File: src/rtl/display_mux_4dig.sv
// display_mux_4dig: 4-digit hex 7-segment scanner with tear-free frame-boundary updates
module display_mux_4dig #(
  parameter int SCAN_DIV = 50000,
  parameter int BLANK_CYCLES = 64,
  parameter bit ACTIVE_LOW = 1
) (
  input  logic        clk,
  input  logic        reset,
  input  logic [15:0] value_in,
  input  logic        value_valid,
  output logic        value_ready,
  input  logic [3:0]  dp_in,
  input  logic        blank_lz,
  output logic [6:0]  seg,
  output logic        dp,
  output logic [3:0]  an,
  output logic        frame_done
);
  localparam int PW = $clog2(SCAN_DIV);
  logic [PW-1:0] presc;
  logic [1:0]    digit;
  logic [15:0]   pend_val, disp_val, upper;
  logic [3:0]    pend_dp, disp_dp, nib, an_raw;
  logic [6:0]    glyph, seg_raw;
  logic          pend_full, xfer, slot_end, blank, dp_raw;
  assign slot_end    = presc == PW'(SCAN_DIV - 1);
  assign frame_done  = slot_end && digit == 2'd3 && !reset;
  assign value_ready = !pend_full && !reset;
  assign xfer        = value_valid && value_ready;
  assign upper       = disp_val >> {digit, 2'b00};
  assign nib         = upper[3:0];
  assign blank       = presc < PW'(BLANK_CYCLES) || (blank_lz && digit != 2'd0 && upper == 16'd0);
  assign an_raw      = blank ? 4'b0000 : 4'b0001 << digit;
  assign seg_raw     = blank ? 7'd0 : glyph;
  assign dp_raw      = !blank && disp_dp[digit];
  // hex nibble to active-high glyph, bit 0 = segment a
  always_comb begin
    glyph = 7'h00;
    case (nib)
      4'h0: glyph = 7'h3F;
      4'h1: glyph = 7'h06;
      4'h2: glyph = 7'h5B;
      4'h3: glyph = 7'h4F;
      4'h4: glyph = 7'h66;
      4'h5: glyph = 7'h6D;
      4'h6: glyph = 7'h7D;
      4'h7: glyph = 7'h07;
      4'h8: glyph = 7'h7F;
      4'h9: glyph = 7'h6F;
      4'hA: glyph = 7'h77;
      4'hB: glyph = 7'h7C;
      4'hC: glyph = 7'h39;
      4'hD: glyph = 7'h5E;
      4'hE: glyph = 7'h79;
      default: glyph = 7'h71;
    endcase
  end
  // slot prescaler and digit index, digit advancing on each prescaler wrap
  always_ff @(posedge clk) begin
    if (reset) begin
      presc <= '0;
      digit <= 2'd0;
    end else begin
      presc <= slot_end ? '0 : presc + 1'b1;
      digit <= slot_end ? digit + 2'd1 : digit;
    end
  end
  // pending buffer accepts new data; display only reloads at the frame boundary
  always_ff @(posedge clk) begin
    if (reset) begin
      pend_full <= 1'b0;
      disp_val  <= 16'd0;
      disp_dp   <= 4'd0;
    end else if (xfer) begin
      pend_val  <= value_in;
      pend_dp   <= dp_in;
      pend_full <= 1'b1;
    end else if (frame_done && pend_full) begin
      disp_val  <= pend_val;
      disp_dp   <= pend_dp;
      pend_full <= 1'b0;
    end
  end
  // registered pin drivers with polarity applied last
  always_ff @(posedge clk) begin
    if (reset) begin
      an  <= {4{ACTIVE_LOW}};
      seg <= {7{ACTIVE_LOW}};
      dp  <= ACTIVE_LOW;
    end else begin
      an  <= an_raw ^ {4{ACTIVE_LOW}};
      seg <= seg_raw ^ {7{ACTIVE_LOW}};
      dp  <= dp_raw ^ ACTIVE_LOW;
    end
  end
endmodule
File: config.mk
export PLATFORM = sky130hd
export DESIGN_NAME = display_mux_4dig
export DESIGN_NICKNAME = d
export VERILOG_FILES = /design/src/rtl/display_mux_4dig.sv
export SDC_FILE = /design/constraint.sdc
export NUM_CORES = 1
export LEC_CHECK = 0
export CAP_MARGIN = 20
export CORE_MARGIN = 10
export CORE_UTILIZATION = 39
export CTS_CLUSTER_SIZE = 30
export DETAILED_ROUTE_END_ITERATION = 12
export GPL_TIMING_DRIVEN = 1
export PLACE_DENSITY = 0.62
export SETUP_SLACK_MARGIN = 0.1
export SYNTH_ARGS = -nofsm -noshare
export SYNTH_HDL_FRONTEND = slang
export SYNTH_SLANG_ARGS = --single-unit
File: constraint.sdc
create_clock -name clk -period 2.4 [get_ports clk]
set_clock_uncertainty 0.1 [all_clocks]
set_input_delay 0.24 -clock clk [delete_from_list [all_inputs] [get_ports clk]]
set_output_delay 0.24 -clock clk [all_outputs]
set_load 0.005 [all_outputs]
==> results.yml <==
critical_path:
  crit_chain: "nor4_2 > and2_1 > nand4_1 > nor4b_2 > dlygate4sd2_1"
  timing.rr.start: "digit[0]$_SDFFE_PP0N_"
  crit_buf_inv: 1
  critical_path.top_delay_family: "simple AND/OR/NAND/NOR gates"
  crit_type: "reg2out"
  end_kind: "output pin"
  cp-startpoint: "presc[12]$_SDFF_PP0_"
  r2r_cells: 6
  r2r_end: "seg[5]$_SDFF_PP1_"
  crit_arrival_ps: 1860
  cp_max_fo: 4
  cp_slowest_cell: "dfxtp_1"
  crit_required_ps: 2060
  critPathMaxStageDelay_ps: 350
  cp-start-kind: "register"
  rrSetupSlack_ps: 200
routing:
  drt_iter0_markers: 130
  drt-wirelength-per-cell_um: 15.84
  vias: 2519
  vias_per_cell: 5.500
  ant_nets: 0
  drt-pass1-iter-count: 4
  route.detailed.drc: 0
  wl_mm: 7.257
layout:
  finalInstanceArea_um2: 3943
  antenna_cells: 0
  layout.nets: 383
  drive_gt1_frac: 0.1105
  nFillCells: 779
  syn_to_final_growth_pct: 21.38
  final_cells: 458
clock_network:
  numCtsBuffers: 9
  clk_latency_ps: 350
  cts_max_level: 3
  clock-sinks: 71
  cts_buffer_depth: 2
  cts_root_buf: "clkbuf_8"
  cts_tree: "done"
  clk_pin_slew_worst_paths_ps: 70
min_path:
  hold_end: "pend_val[1]$_DFFE_PP_"
  hold_depth: 1
  min_from: "value_in[1]"
  hp-class: "in2reg"
grt:
  grt_start_max_net_pins: 29
  grt.overflow.total: 0
  antenna_found_initial: 0
  grt_pass1_vias: 2490
  grt_pass1_wl_mm: 11.95
  grtUsageTotal: 0.1151
yosys:
  ys_types: 47
  syn_area_um2: 3248
  yosysWarningCount: 0
  async_flop_share: 0
  synth_top_area_share: 0.3143
  synth_edf_count: 20
  synthFlopType: "dfxtp_1"
  ys_seq_area_frac: 0.4992
  synth_top_area_cell: "dfxtp_1"
  synth_area_per_cell_um2: 10.41
  syn_nets: 347
  synthTopCellsByArea: "dfxtp_1 (31%), edfxtp_1 (18%), nand4_1 (5.4%)"
  ys_ff_latch: 71
  netlist_instances: 312
placement:
  gp_congestion: 0.8138
  placed_cells: 442
  hpwl_mm: 4.969
  numPortBuffers: 37
  placed_cell_area_um2: 3722
  post-place-ws_ps: 141.7
floorplanning:
  dieArea_um2: 12380
  core_region_area_um2: 8175
  io_pins: 38
  die_w_um: 111.3
  fp.dieH_um: 111.3
  start_util: 0.3973
  num_rows: 33
sta:
  fin_crit_ps: 2197
  rsz0062_at_grt: "no"
  max-slew-margin-rel: 0.7557
  finalSetupTns_ps: 0
  worst_pin_slew_ps: 366.5
  worst_slack_ps: 202.7
  drv_slew: 0
  setup_viol: 0
  period_share: 0.9155
  finalHoldViolations: 0
  max_freq_ghz: 0.4551
pwr:
  p_per_area_nw_per_um2: 596.8
  power_mw: 2.353
  peakVddDrop_v: 0.0002436
  p_leak_nw: 1.309
flow_run:
  maxCapViolCount: 0
run_status:
  status: "completed"
==> report_power, final <==
group / leakage (nW) / total [mW] / switching (mW) / internal [mW]
clock: 0.0982 / 1.02 / 0.437 / 0.583
combinational: 0.614 / 0.0727 / 0.0286 / 0.0440
sequential: 0.597 / 1.26 / 0.00868 / 1.25
==> worst reg2reg max path, cell delays in order (launching register included) <==
cell and delay (ps):
dfxtp_1 380, mux4_2 600, inv_1 170, ha_1 190, nand4_1 80, a2111o_2 480, o2111ai_1 130
==> per-layer routing <==
layer / global-route usage / up-vias / wire length [µm]
met5: 0 / - / 0
met2: 0.1801 / 46 / 3395
met4: 0.05998 / 0 / 144
met1: 0.1422 / 1211 / 3454
li1: - / 1250 / -
met3: 0.02868 / 12 / 262
==> placed cells by master, fill, tap and decap left out, types with 3 or more instances in the layout <==
cell type        instances
clkbuf_1                 3
edfxtp_1                20
clkbuf_8                 9
nor2_1                  21
nor4_1                   5
xor2_1                   9
and3_1                   3
xnor2_1                  3
a21oi_1                 25
mux2i_1                  4
o31ai_1                 21
buf_4                   15
mux4_2                   3
inv_1                   11
o21ai_0                  5
nand4_1                 28
mux4_1                   3
ha_1                    11
a311oi_1                 3
o2111ai_1                3
nand2_1                 12
nand3_1                 15
clkdlybuf4s50_1         36
and4_1                   4
dfxtp_1                 51
==> repair_timing <==
| action | in CTS | in global routing |
|---|---|---|
| setup buffers | 0 | 0 |
| setup endpoints to repair | 1 | 7 |
| hold buffers | 0 | 0 |
| resized for setup | 3 | 2 |
==> how the worst max path moves through the flow <==
| stage | endpoint | slack, ps | cells after the start |
|---|---|---|---|
| CTS | frame_done | 180 | 5 |
| finish | frame_done | 200 | 5 |
| global placement | frame_done | 180 | 5 |
| detailed placement | frame_done | 140 | 5 |
| global route | seg[5]$_SDFF_PP1_ | 110 | 6 |
| floorplan | seg[3]$_SDFF_PP1_ | 120 | 8 |
==> cell usage after synthesis (all sizes together), types with 2 or more instances <==
library cell,instances
inv,12
xor2,9
nor3b,2
and4,4
nand4,28
a311oi,3
mux2i,4
o2111ai,3
and2,2
mux4,6
ha,11
o21ai,6
nand2,12
a21oi,25
buf,12
nor2,21
dfxtp,51
nor4,6
mux2,2
clkbuf,15
edfxtp,20
and3,3
xnor2,3
o31ai,21
nand3,15
==> state kept, by name, indices dropped and copies added (netlist names) <==
name / count
disp_val: 16
pend_val: 16
an: 4
digit: 2
disp_dp: 4
pend_dp: 4
presc: 16
seg: 7
pend_full: 1
dp: 1
==> kinds of logic after synthesis <==
family                   count (synthesis)  synth area share
AND/OR/NAND/NOR                        103            0.1749
flip-flops                              71            0.4992
buffers and inverters                   39           0.05701
adder cells (fa/ha/maj)                 11           0.04237
AO/OA/AOI/OAI                           64            0.1298
XOR/XNOR                                12           0.03236
multiplexers                            12           0.06433
==> stage by stage <==
step,utilization,hold slack [ps]
2_1_floorplan,-,238.9
3_3_place_gp,0.4553,341.2
3_5_place_dp,0.4553,356.5
4_1_cts,0.4819,327.4
5_1_grt,0.4822,326.9
6_report,0.4822,337.5
==> final cells by class <==
type / instances / area (µm²) / area share
Inverter: 12 / 45.04 / 0.01142
Multi-Input combinational cell: 202 / 1456 / 0.3694
Tap cell: 105 / 131.4 / 0.03332
Timing Repair Buffer: 52 / 481.7 / 0.1222
Sequential cell: 71 / 1622 / 0.4113
Clock inverter: 4 / 71.32 / 0.01809
Clock buffer: 12 / 135.1 / 0.03427
No activity file was read; power rests on OpenSTA's default activity.
